==> config.mk <==
export PLATFORM = sky130hd
export DESIGN_NAME = multdiv_sequencer
export DESIGN_NICKNAME = d
export VERILOG_FILES = /design/src/rtl/multdiv_sequencer.sv
export SDC_FILE = /design/constraint.sdc
export NUM_CORES = 1
export LEC_CHECK = 0
export CAP_MARGIN = 10
export CORE_UTILIZATION = 35
export DETAILED_ROUTE_END_ITERATION = 10
export HOLD_SLACK_MARGIN = 0.08
export PLACE_DENSITY = 0.84
export SETUP_SLACK_MARGIN = 0.02
export SYNTH_ARGS = -nofsm -noshare
export SYNTH_HDL_FRONTEND = slang
export SYNTH_SLANG_ARGS = --single-unit
==> constraint.sdc <==
create_clock -name clock -period 1.9 [get_ports clock]
set_clock_uncertainty 0.15 [all_clocks]
set_input_delay 0.475 -clock clock [delete_from_list [all_inputs] [get_ports clock]]
set_output_delay 0.475 -clock clock [all_outputs]
set_load 0.02 [all_outputs]
==> src/rtl/multdiv_sequencer.sv <==
// Sequences the multi-cycle multiply/divide unit for an instruction in DX.
// It issues a one-cycle start pulse, holds the pipeline stall until the unit
// reports ready or the timeout expires, then presents one writeback.
// Ports:
//   clock, reset    - system clock (rising edge), synchronous active-high reset
//   dx_ir           - DX instruction (opcode [31:27], rd [26:22], ALU-op [6:2])
//   md_rdy          - multdiv result ready pulse
//   md_exception    - multdiv exception, valid with md_rdy
//   md_result       - multdiv result, valid with md_rdy
//   ctrl_mult/div   - registered one-cycle start pulses to the multdiv unit
//   stall           - combinational freeze of PC/FD/DX, nop into XM
//   wb_valid        - one-cycle writeback strobe qualifying wb_rd/wb_data
//   wb_rd, wb_data  - writeback destination and value (hold outside DONE)
//   busy            - operation in flight (START or BUSY)
module multdiv_sequencer #(
  parameter int unsigned TIMEOUT      = 40,
  parameter logic [4:0]  MUL_ALUOP    = 5'b00110,
  parameter logic [4:0]  DIV_ALUOP    = 5'b00111,
  parameter logic [4:0]  RSTATUS      = 5'd30,
  parameter logic [31:0] MUL_EXC_CODE = 32'd4,
  parameter logic [31:0] DIV_EXC_CODE = 32'd5
) (
  input  logic        clock,
  input  logic        reset,
  input  logic [31:0] dx_ir,
  input  logic        md_rdy,
  input  logic        md_exception,
  input  logic [31:0] md_result,
  output logic        ctrl_mult,
  output logic        ctrl_div,
  output logic        stall,
  output logic        wb_valid,
  output logic [4:0]  wb_rd,
  output logic [31:0] wb_data,
  output logic        busy
);

  localparam int unsigned CNT_W = $clog2(TIMEOUT + 1);

  typedef enum logic [1:0] {
    IDLE  = 2'd0,
    START = 2'd1,
    BUSY  = 2'd2,
    DONE  = 2'd3
  } state_e;

  state_e            state_q;
  logic [CNT_W-1:0]  cnt_q;
  logic [CNT_W-1:0]  cnt_d;
  logic              is_div_q;
  logic [4:0]        rd_q;

  logic [4:0]  aluop;
  logic        is_div_op;
  logic        hit;
  logic [31:0] exc_code;

  // Instruction decode in DX
  assign aluop     = dx_ir[6:2];
  assign is_div_op = (aluop == DIV_ALUOP);
  assign hit       = (dx_ir[31:27] == 5'd0) && (dx_ir != 32'd0) &&
                     ((aluop == MUL_ALUOP) || (aluop == DIV_ALUOP));
  assign exc_code  = is_div_q ? DIV_EXC_CODE : MUL_EXC_CODE;

  // Saturating timeout counter increment
  assign cnt_d = (cnt_q == {CNT_W{1'b1}}) ? cnt_q : cnt_q + CNT_W'(1);

  // Stall: combinational so a new hit freezes DX in the same cycle.
  // An unknown dx_ir falls through to the no-hit branch.
  always_comb begin
    stall = 1'b0;
    if (!reset) begin
      case (state_q)
        IDLE:    if (hit) stall = 1'b1;
        START:   stall = 1'b1;
        BUSY:    stall = 1'b1;
        default: stall = 1'b0;
      endcase
    end
  end

  // Sequencer state and registered outputs
  always_ff @(posedge clock) begin
    if (reset) begin
      state_q   <= IDLE;
      cnt_q     <= '0;
      is_div_q  <= 1'b0;
      rd_q      <= 5'd0;
      ctrl_mult <= 1'b0;
      ctrl_div  <= 1'b0;
      wb_valid  <= 1'b0;
      wb_rd     <= 5'd0;
      wb_data   <= 32'd0;
      busy      <= 1'b0;
    end else begin
      ctrl_mult <= 1'b0;
      ctrl_div  <= 1'b0;
      wb_valid  <= 1'b0;
      case (state_q)
        IDLE: begin
          if (hit) begin
            is_div_q  <= is_div_op;
            rd_q      <= dx_ir[26:22];
            ctrl_mult <= !is_div_op;
            ctrl_div  <= is_div_op;
            busy      <= 1'b1;
            state_q   <= START;
          end
        end
        START: begin
          cnt_q   <= '0;
          state_q <= BUSY;
        end
        BUSY: begin
          cnt_q <= cnt_d;
          // A ready pulse on the final timeout cycle still delivers its result
          if (md_rdy) begin
            wb_valid <= 1'b1;
            busy     <= 1'b0;
            state_q  <= DONE;
            if (md_exception) begin
              wb_rd   <= RSTATUS;
              wb_data <= exc_code;
            end else begin
              wb_rd   <= rd_q;
              wb_data <= md_result;
            end
          end else if (cnt_q == CNT_W'(TIMEOUT - 1)) begin
            wb_valid <= 1'b1;
            busy     <= 1'b0;
            state_q  <= DONE;
            wb_rd    <= RSTATUS;
            wb_data  <= exc_code;
          end
        end
        default: begin
          state_q <= IDLE;
        end
      endcase
    end
  end

endmodule

==> flow_summary.ini <==
[yosys]
synth_top_area_share_pct = 53.6
yosysSeqAreaShare_pct = 53.6
syn_area_per_cell_um2 = 10.9
synth_edf_count = 0
yosysUniqueCellTypes = 37
syn_area_um2 = 2050
ys_top_cells_by_area = dfxtp_1 (54%), a22o_1 (13%), mux2i_1 (3.9%)
async_reset_ff_share_pct = 0
syn-num-nets = 262
ys_ff_latch = 55
synthCells = 189
ys.flop_type = dfxtp_1
yosys_warnings = 0
synth_top_area_cell = dfxtp_1

[critical_path]
rrSetupSlack_ns = 0.07
r2r_cells = 6
path_max_fanout = 2
cp-endpoint = stall
rr_endpoint = wb_data[25]$_SDFFE_PP0P_
cp-end-kind = output port
critPathKind = input pin to output port
r2r_start = cnt_q[0]$_SDFFE_PP0P_
arrival_ns = 1.39
cp-startpoint = dx_ir[6]
required_ns = 1.27
worstSetupStartpointType = input pin

[pwr]
p_sw_mw = 0.559
p_per_area_nw_per_um2 = 665
p_total_mw = 2.26
p_seq_share_pct = 52.3
ir_drop_uv = 326
power.internal_mw = 1.70
clkPwrFrac_pct = 29.6
switching_share_pct = 24.7
combPwrFrac_pct = 18.1
leakagePower_nw = 1.63

[layout]
postLayoutCellArea_um2 = 3400
final_common_cell = dfxtp_1
diodes = 0
fin_nets = 376
drive_gt1_share_pct = 21.4
final_cell_mix = dfxtp_1 (51), clkdlybuf4s50_1 (42), a22o_1 (31)
area_delta_synth_final_pct = 65.3

[placed_design]
place_ws_ns = -0.911
place_congestion = 0.804
dp_hpwl_um = 3720
dpl_cell_area_um2 = 3170
port_buffers = 92

[route]
met2RoutedLength_um = 2700
drt.antenna.violating_nets = 0
highest_layer = met4
wire_per_inst_um = 14.6
drtIter0Drc = 76
drt-total-wl_um = 5510
wl_met3_um = 374
dr.pass1.iters = 4
wl_met1_um = 2270
remaining_drc_errors = 0
vias = 1881
vias_per_cell = 5.00

[clock_tree]
worstSkewPairLatency_ns = 0.30
htreeDepth = 2
clkTransAtPathRegs_ns = 0.09
cts_tree = done
clockBufferDepth = 2
numClockSinks = 55
holdBufCountCts = 0
root_buffer = clkbuf_8
cts_buffers = 5

[grt]
antenna_found_initial = 0
grt_remaining_overflow = 0
grt_pass1_wl_um = 8130
grt_use_total_pct = 16.8
grt_max_degree = 32
grt_pass1_vias = 1729

[sta]
fin_crit_sh_pct = 106
worst_pin_slew_ns = 0.339
timing.final.ws_setup_ns = -0.113
max_freq_mhz = 497
maxSlewHeadroom_pct = 77.1
hold_violations = 0
setup_viol_count_final = 1
layout_min_cycle_time_ns = 2.01
rsz0062_at_grt = yes
drv_slew = 0

[hold_path]
hold_start = cnt_q[1]$_SDFFE_PP0P_
hold_path_class = flip-flop to flip-flop

[job]
cap_violations = 0

[floorplanning]
rows = 27
core_area_um2 = 5570
ios = 110
start_util_pct = 36.9
die_height_um = 78.6
dieArea_um2 = 6180
die_x_um = 78.6

[run_status]
status = finished with violations
violations = setup timing
==> routing by layer <==
| layer | vias to the layer above | GRT usage [%] |
|---|---|---|
| li1 | 922 | - |
| met1 | 886 | 20.1 |
| met2 | 62 | 28.8 |
| met3 | 11 | 3.95 |
| met4 | 0 | 6.85 |
| met5 | - | 0 |
==> worst max-delay path, cell delays in order <==
cell and delay (ns):
buf_6 0.09, and4bb_2 0.33, nand4_4 0.12, a211oi_4 0.22, buf_6 0.14
==> synthesized netlist by cell type (all sizes together), types with 2 or more instances <==
| cell | n |
|---|---|
| nor4 | 6 |
| clkbuf | 4 |
| mux2i | 8 |
| o21ai | 4 |
| a21oi | 10 |
| nand4 | 2 |
| nand3 | 4 |
| or3 | 3 |
| dfxtp | 55 |
| nand2b | 5 |
| inv | 6 |
| nor2 | 13 |
| nor3 | 8 |
| a22o | 31 |
| nand2 | 3 |
| ha | 5 |
| buf | 7 |
| a211oi | 2 |
==> what timing repair did <==
action,CTS,global route
setup buffers,8,3
pin swaps,5,7
gates resized for setup,62,30
endpoints found under the setup margin,30,46
==> flip-flops by register name, summed over array words and instances, names as in the netlist <==
register and count:
wb_data 32, ctrl_div 1, state_q 2, busy 1, wb_rd 5, cnt_q 6, ctrl_mult 1, rd_q 5
wb_valid 1, is_div_q 1
==> logic make-up after synthesis <==
kind of cell               count (synthesis)  synth area share, %
DFF                                       55                 53.6
and+or+nand+nor                           48                 13.3
muxes                                      9                 4.45
AOI/OAI and AO/OA                         53                 20.6
buffers and inverters                     18                 4.63
adders and majority gates                  5                 3.05
xor gates and xnor gates                   1                0.426
==> power by group through the flow <==
stage                     logic, mW  clock network [mW]  registers [mW]
after CTS                     0.379               0.691            1.18
after global placement        0.344                   0            1.20
after global routing          0.441               0.737            1.18
after detailed placement      0.349                   0            1.20
after floorplan               0.150                   0            1.21
final                         0.410               0.668            1.18
==> how the worst min path moves through the flow <==
stage / cells past startpoint / endpoint / slack, ns
after floorplan: 1 / wb_rd[0]$_SDFFE_PP0P_ / 0.29
after global placement: 1 / wb_rd[0]$_SDFFE_PP0P_ / 0.30
after detailed placement: 1 / wb_data[12]$_SDFFE_PP0P_ / 0.31
after CTS: 1 / wb_data[8]$_SDFFE_PP0P_ / 0.34
after global routing: 1 / wb_data[17]$_SDFFE_PP0P_ / 0.35
final: 2 / cnt_q[1]$_SDFFE_PP0P_ / 0.33
==> through the flow <==
| stage | util [%] | instances | setup TNS [ns] | hold slack, ns |
|---|---|---|---|---|
| 3_5_place_dp | 56.9 | 357 | -8.47 | 0.313 |
| 6_report | 60.9 | 376 | -0.113 | 0.333 |
| 4_1_cts | 59.3 | 373 | -0.169 | 0.337 |
| 2_1_floorplan | - | 189 | -0.0851 | 0.292 |
| 3_3_place_gp | 56.9 | 357 | -8.46 | 0.301 |
| 5_1_grt | 60.9 | 376 | -0.146 | 0.350 |
==> cell type report <==
type	count	area, µm²
Clock buffer	6	82.6
Clock inverter	2	16.3
Fill cell	458	2180
Inverter	7	26.3
Multi-Input combinational cell	116	952
Sequential cell	55	1110
Tap cell	72	90.1
Timing Repair Buffer	118	1120
No activity file was read; power rests on OpenSTA's default activity.
